==> src/rtl/pipelined_cia_adder_if.sv <==
// Valid/ready operand/result bus for pipelined_cia_adder.
// The sat input exists only when CIA_SATURATE_EN is defined.
interface pipelined_cia_adder_if #(parameter int WIDTH = 32);
  logic             in_valid, in_ready;
  logic [WIDTH-1:0] in1, in2;
  logic             cin, sub;
`ifdef CIA_SATURATE_EN
  logic             sat;
`endif
  logic             out_valid, out_ready;
  logic [WIDTH-1:0] sum;
  logic             carry, overflow;

`ifdef CIA_SATURATE_EN
  modport master (output in_valid, in1, in2, cin, sub, sat, out_ready,
                  input  in_ready, out_valid, sum, carry, overflow);
  modport slave  (input  in_valid, in1, in2, cin, sub, sat, out_ready,
                  output in_ready, out_valid, sum, carry, overflow);
`else
  modport master (output in_valid, in1, in2, cin, sub, out_ready,
                  input  in_ready, out_valid, sum, carry, overflow);
  modport slave  (input  in_valid, in1, in2, cin, sub, out_ready,
                  output in_ready, out_valid, sum, carry, overflow);
`endif
endinterface

==> src/rtl/pipelined_cia_adder.sv <==
// Pipelined carry-increment adder/subtractor with valid/ready flow control.
// Optional CIA_SATURATE_EN adds a per-operand sat flag that clamps on overflow.
module pipelined_cia_adder #(
  parameter int WIDTH  = 32,
  parameter int BLOCK  = 4,
  parameter int STAGES = 2
) (
  input logic                 clk,
  input logic                 rst,
  pipelined_cia_adder_if.slave bus
);
  localparam int NB  = WIDTH / BLOCK;
  localparam int SEG = NB / STAGES;

  logic [STAGES:1]  vld_pipe, vld_d, rdy;
  logic [WIDTH-1:0] sum_q [1:STAGES];
  logic [WIDTH-1:0] sum_d [1:STAGES];
  logic [NB-1:0]    lc_q  [1:STAGES];
  logic [NB-1:0]    lc_d  [1:STAGES];
  logic [STAGES:1]  cc_q, cc_d, am_q, am_d, bm_q, bm_d;
  logic             ovf_q, ovf_d;
`ifdef CIA_SATURATE_EN
  logic [STAGES:1]  sat_q, sat_d;
`endif

  always_comb begin
    logic [WIDTH-1:0] beff, s;
    logic [NB-1:0]    lc;
    logic [BLOCK:0]   t;
    logic [BLOCK-1:0] ls;
    logic             c, am, bm, r, st;
    int               p;
    // Ready ripples back from the output: a stage can load if empty or draining.
    r = bus.out_ready;
    for (int k = STAGES; k >= 1; k--) begin
      r      = !vld_pipe[k] || r;
      rdy[k] = r;
    end
    beff = bus.sub ? ~bus.in2 : bus.in2;
    s    = '0;
    lc   = '0;
    for (int b = 0; b < NB; b++) begin
      t = {1'b0, bus.in1[b*BLOCK +: BLOCK]} + {1'b0, beff[b*BLOCK +: BLOCK]}
        + (BLOCK+1)'((b == 0) ? (bus.cin ^ bus.sub) : 1'b0);
      s[b*BLOCK +: BLOCK] = t[BLOCK-1:0];
      lc[b]               = t[BLOCK];
    end
    c  = 1'b0;
    am = bus.in1[WIDTH-1];
    bm = beff[WIDTH-1];
`ifdef CIA_SATURATE_EN
    st = bus.sat;
`else
    st = 1'b0;
`endif
    for (int k = 1; k <= STAGES; k++) begin
      p = (k > 1) ? k - 1 : 1;
      vld_d[k] = (k == 1) ? bus.in_valid : vld_pipe[p];
      if (k > 1) begin
        s  = sum_q[p];
        lc = lc_q[p];
        c  = cc_q[p];
        am = am_q[p];
        bm = bm_q[p];
`ifdef CIA_SATURATE_EN
        st = sat_q[p];
`endif
      end
      // Resolve this stage's segment; the last segment absorbs remainder blocks.
      for (int b = 0; b < NB; b++) begin
        if (b >= (k-1)*SEG && (b < k*SEG || k == STAGES)) begin
          ls = s[b*BLOCK +: BLOCK];
          s[b*BLOCK +: BLOCK] = ls + BLOCK'(c);
          c = lc[b] | (c & (&ls));
        end
      end
      sum_d[k] = s;
      lc_d[k]  = lc;
      cc_d[k]  = c;
      am_d[k]  = am;
      bm_d[k]  = bm;
`ifdef CIA_SATURATE_EN
      sat_d[k] = st;
`endif
    end
    ovf_d = (am == bm) && (s[WIDTH-1] != am);
    if (st && ovf_d)
      sum_d[STAGES] = am ? {1'b1, {(WIDTH-1){1'b0}}} : {1'b0, {(WIDTH-1){1'b1}}};
  end

  always_ff @(posedge clk) begin
    if (rst) begin
      vld_pipe <= '0;
      cc_q     <= '0;
      am_q     <= '0;
      bm_q     <= '0;
      ovf_q    <= 1'b0;
`ifdef CIA_SATURATE_EN
      sat_q    <= '0;
`endif
      for (int k = 1; k <= STAGES; k++) begin
        sum_q[k] <= '0;
        lc_q[k]  <= '0;
      end
    end else begin
      for (int k = 1; k <= STAGES; k++) begin
        if (rdy[k]) begin
          vld_pipe[k] <= vld_d[k];
          sum_q[k]    <= sum_d[k];
          lc_q[k]     <= lc_d[k];
          cc_q[k]     <= cc_d[k];
          am_q[k]     <= am_d[k];
          bm_q[k]     <= bm_d[k];
`ifdef CIA_SATURATE_EN
          sat_q[k]    <= sat_d[k];
`endif
        end
      end
      if (rdy[STAGES]) ovf_q <= ovf_d;
    end
  end

  // Handshakes are suppressed while reset is asserted.
  assign bus.in_ready  = rdy[1] & ~rst;
  assign bus.out_valid = vld_pipe[STAGES] & ~rst;
  assign bus.sum       = sum_q[STAGES];
  assign bus.carry     = cc_q[STAGES];
  assign bus.overflow  = ovf_q;
endmodule

==> src/flat_wrapper.sv <==
// flat-port wrapper written by rule: the top's interface ports become plain ports
module pipelined_cia_adder_flat 
#(
  parameter int WIDTH  = 32,
  parameter int BLOCK  = 4,
  parameter int STAGES = 2
)
  (clk, rst, bus_in_valid, bus_in1, bus_in2, bus_cin, bus_sub, bus_out_ready, bus_in_ready, bus_out_valid, bus_sum, bus_carry, bus_overflow);
  pipelined_cia_adder_if #(.WIDTH(WIDTH)) bus_i ();
  input logic clk;
  input logic rst;
  input wire logic [$bits(bus_i.in_valid)-1:0] bus_in_valid;
  input wire logic [$bits(bus_i.in1)-1:0] bus_in1;
  input wire logic [$bits(bus_i.in2)-1:0] bus_in2;
  input wire logic [$bits(bus_i.cin)-1:0] bus_cin;
  input wire logic [$bits(bus_i.sub)-1:0] bus_sub;
  input wire logic [$bits(bus_i.out_ready)-1:0] bus_out_ready;
  output wire logic [$bits(bus_i.in_ready)-1:0] bus_in_ready;
  output wire logic [$bits(bus_i.out_valid)-1:0] bus_out_valid;
  output wire logic [$bits(bus_i.sum)-1:0] bus_sum;
  output wire logic [$bits(bus_i.carry)-1:0] bus_carry;
  output wire logic [$bits(bus_i.overflow)-1:0] bus_overflow;
  assign bus_i.in_valid = bus_in_valid;
  assign bus_i.in1 = bus_in1;
  assign bus_i.in2 = bus_in2;
  assign bus_i.cin = bus_cin;
  assign bus_i.sub = bus_sub;
  assign bus_i.out_ready = bus_out_ready;
  assign bus_in_ready = bus_i.in_ready;
  assign bus_out_valid = bus_i.out_valid;
  assign bus_sum = bus_i.sum;
  assign bus_carry = bus_i.carry;
  assign bus_overflow = bus_i.overflow;
  pipelined_cia_adder #(.WIDTH(WIDTH), .BLOCK(BLOCK), .STAGES(STAGES)) u_core (.clk(clk), .rst(rst), .bus(bus_i));
endmodule
==> config.mk <==
export PLATFORM = sky130hd
export DESIGN_NAME = pipelined_cia_adder_flat
export DESIGN_NICKNAME = d
export VERILOG_FILES = /design/src/rtl/pipelined_cia_adder_if.sv /design/src/rtl/pipelined_cia_adder.sv /design/src/flat_wrapper.sv
export SDC_FILE = /design/constraint.sdc
export NUM_CORES = 1
export LEC_CHECK = 0
export ABC_AREA = 1
export CAP_MARGIN = 20
export CORE_UTILIZATION = 55
export DETAILED_ROUTE_END_ITERATION = 10
export PLACE_DENSITY = 0.92
export SETUP_SLACK_MARGIN = 0.15
export SLEW_MARGIN = 20
export SYNTH_ARGS = -nofsm -noshare
export SYNTH_HDL_FRONTEND = slang
export SYNTH_SLANG_ARGS = --single-unit
export TNS_END_PERCENT = 20
==> constraint.sdc <==
create_clock -name clk -period 6.4 [get_ports clk]
set_input_delay 0.64 -clock clk [delete_from_list [all_inputs] [get_ports clk]]
set_output_delay 0.64 -clock clk [all_outputs]
set_load 0.01 [all_outputs]
==> impl_metrics.env <==
export IMPL_drt_pass1_iter_count=5
export IMPL_worst_pin_slew_ps=940.9
export IMPL_setup_viol=0
export IMPL_synth_edff_count=68
export IMPL_synth_cells=460
export IMPL_worst_r2r_endpoint="u_core.bus.overflow$_SDFFE_PP0P_"
export IMPL_async_reset_ff_share_pct=0
export IMPL_crit_path_cell_trace="buf_2 > xnor2_1 > fa_1 > fa_1 > nor2_1 > nor2_1 > nor2_1 > nand2_1 > nand2_2 > nand2_2 > nand2_2 > ha_1 > ha_1 > inv_1 > o21ai_0 > a21oi_1"
export IMPL_hold_buffers=0
export IMPL_cp_slowest_stage_delay_ps=700
export IMPL_p_per_area_nw_per_um2=246.9
export IMPL_dieArea_um2=8741
export IMPL_syn_nets=584
export IMPL_start_util_pct=56.32
export IMPL_synth_compound_area_share_pct=7.446
export IMPL_startpoint_type="input port"
export IMPL_grt_antenna_before_repair=0
export IMPL_layout_commonest_cell="clkdlybuf4s50_1"
export IMPL_finalCritPeriodShare_pct=54.60
export IMPL_p_int_w=0.001072
export IMPL_period_needed_ps=3494
export IMPL_root_buffer="clkbuf_8"
export IMPL_worstPathMaxFanout=33
export IMPL_clk_insertion_delay_late_ps=360
export IMPL_ir_drop_uv=140.5
export IMPL_htree_levels=3
export IMPL_fmax_mhz=286.2
export IMPL_synth_fa_ha_area_share_pct=16.14
export IMPL_setup_worst_path_start="bus_sub"
export IMPL_slew_viol_final=0
export IMPL_nNetsFinal=691
export IMPL_wl_per_cell_um=14.68
export IMPL_clkSlewWorstSetupHoldPaths_ps=70
export IMPL_power_leakage_nw=2.683
export IMPL_whs_ps=499.5
export IMPL_finClkSkew_ps=6.991
export IMPL_overflow=0
export IMPL_synth_simple_area_share_pct=12.47
export IMPL_hold_viol_final=0
export IMPL_ios=106
export IMPL_clockBufferDepth=2
export IMPL_rows=33
export IMPL_r2r_start="u_core.sum_q[1][18]$_SDFFCE_PN0P_"
export IMPL_clkSinkCount=75
export IMPL_grt_pass1_wl_mm=15.99
export IMPL_synth_top_family_by_area="adder cells"
export IMPL_p_comb_share_pct=26.6
export IMPL_place_gp_congestion=0.8628
export IMPL_num_fill_cells=514
export IMPL_crit_path_end_kind="flip-flop"
export IMPL_syn_area_um2=4604
export IMPL_hold_class="reg2reg"
export IMPL_viasPerCell=5.232
export IMPL_ys_seq_elements=75
export IMPL_layout_cells_most_common_list="clkdlybuf4s50_1 (104), inv_1 (81), edfxtp_1 (68)"
export IMPL_core_area_um2=8175
export IMPL_cts_resized=0
export IMPL_worstHoldPathCells=2
export IMPL_worst_r2r_cell_count=11
export IMPL_synth_xor_area_share_pct=8.533
export IMPL_synth_avg_cell_area_um2=10.01
export IMPL_synthMuxAreaShare_pct=0
export IMPL_cp_required_ps=6510
export IMPL_synthDistinctLibCells=31
export IMPL_tritoncts="yes"
export IMPL_grt_pass1_vias=3567
export IMPL_min_delay_start="u_core.cc_q[2]$_SDFFE_PP0P_"
export IMPL_area_growth_syn_to_layout_pct=29.81
export IMPL_final_setup_tns_ps=0
export IMPL_cts_inserted_buffers=9
export IMPL_drcViolationCount=0
export IMPL_die_x_um=93.50
export IMPL_synth_ff_type="edfxtp_1"
export IMPL_critPathSlowestCell="buf_2"
export IMPL_cts_setup_buffers=0
export IMPL_p_sw_w=0.0004035
export IMPL_worst_hold_path_endpoint="u_core.cc_q[2]$_SDFFE_PP0P_"
export IMPL_rsz0062_at_grt="false"
export IMPL_drv_cap=0
export IMPL_status="finished clean"
export IMPL_grt_start_max_net_pins=40
export IMPL_ys_seq_area_share_pct=47.39
export IMPL_seqPwrFrac_pct=43.6
export IMPL_swShare_pct=27.35
export IMPL_drive_gt1_share_pct=6.294
export IMPL_rrSetupSlack_ps=4340
export IMPL_die_h_um=93.50
export IMPL_track_usage_pct=24.34
export IMPL_hpwl_mm=7.286
export IMPL_pwr_share_clk_pct=29.8
export IMPL_port_buffers=105
export IMPL_vias=3542
export IMPL_yosysWarnings=0
export IMPL_maxSlewHeadroom_pct=37.21
export IMPL_routed_wl_mm=9.939
export IMPL_postRouteAntennaNets=0
export IMPL_diodes=0
export IMPL_critPathKind="in2reg"
export IMPL_cp_arrival_ps=3610
export IMPL_drtIter0Drc=198
-- worst max-delay path by stage --
stage / endpoint / slack (ps) / depth (start not counted)
after floorplan: u_core.sum_q[1][14]$_SDFFCE_PN0P_ / 3180 / 17
after CTS: u_core.sum_q[1][14]$_SDFFCE_PN0P_ / 2880 / 16
after global routing: u_core.sum_q[1][14]$_SDFFCE_PN0P_ / 2640 / 16
after global placement: u_core.sum_q[1][14]$_SDFFCE_PN0P_ / 2690 / 16
final: u_core.sum_q[1][14]$_SDFFCE_PN0P_ / 2910 / 16
after detailed placement: u_core.sum_q[1][14]$_SDFFCE_PN0P_ / 2530 / 16
-- state kept, by name, indices dropped and copies added, names as in the netlist --
register             flops
u_core.sum_q            64
u_core.bus.overflow      1
u_core.am_q              1
u_core.cc_q              2
u_core.bm_q              1
u_core.vld_pipe          2
u_core.lc_q              4
-- kinds of logic (layout without fill, tap and decap cells) --
group | count (synthesis) | count (layout)
adders and majority gates | 54 | 54
and+or+nand+nor | 130 | 130
xor gates and xnor gates | 44 | 44
AOI/OAI and AO/OA | 63 | 63
DFF | 75 | 75
buffers and inverters | 94 | 206
-- metrics by stage --
stage | total power (W) | instance area (um2) | setup WS [ps] | instances | util (%)
after floorplan | 0.0008744 | 4604 | 3177 | 460 | -
after global placement | 0.001009 | 5736 | 2686 | 661 | 70.16
after detailed placement | 0.001036 | 5736 | 2529 | 661 | 70.16
after CTS | 0.001474 | 5977 | 2885 | 677 | 73.11
after global routing | 0.001543 | 5977 | 2638 | 677 | 73.11
final | 0.001475 | 5977 | 2906 | 677 | 73.11
-- per-layer routing --
metal  vias to the layer above  share of wire (%)  global-route usage [%]
li1                       1717                  -                       -
met1                      1614                 39                   27.91
met2                       175                 51                   42.95
met3                        36                6.1                   4.065
met4                         0                3.9                   13.72
met5                         -                  0                       0
-- Yosys cell counts, drive strengths merged (2+ instances only) --
master / instances / share of area [%]
clkbuf: 2 / 0.16
a211oi: 2 / 0.33
fa: 9 / 3.9
nand3: 16 / 2.1
o21ai: 20 / 2.2
xnor2: 15 / 3.0
ha: 45 / 12
buf: 8 / 1.0
inv: 84 / 6.8
a21o: 4 / 0.65
edfxtp: 68 / 44
xor2: 29 / 5.5
nand2: 45 / 4.0
nor2: 64 / 5.7
a21oi: 33 / 3.6
dfxtp: 7 / 3.0
nand3b: 2 / 0.33
nand4: 2 / 0.27
-- power groups by stage --
stage	clock network, W	registers (W)	logic [W]
after floorplan	0	0.000659	0.000216
after global placement	0	0.000648	0.000361
after detailed placement	0	0.000652	0.000384
after CTS	0.000441	0.000642	0.000391
after global routing	0.000458	0.000648	0.000437
final	0.000440	0.000643	0.000393
-- critical path: cells and delay by family --
family	cells	cell delay, ps
compound gates	2	240
xor+xnor	1	210
simple gates	7	540
buf+inv	2	760
fa+ha+maj	4	1220
-- layout make-up --
type	instances	area, um2	area share (%)
flip-flops and latches	75	2182	36.51
multi-input cells	291	2053	34.35
repair buffers	106	1054	17.63
inverters	84	315.3	5.275
clock buffers	11	141.4	2.366
well taps	105	131.4	2.198
clock inverters	5	100.1	1.675
No activity file was read; power rests on OpenSTA's default activity.
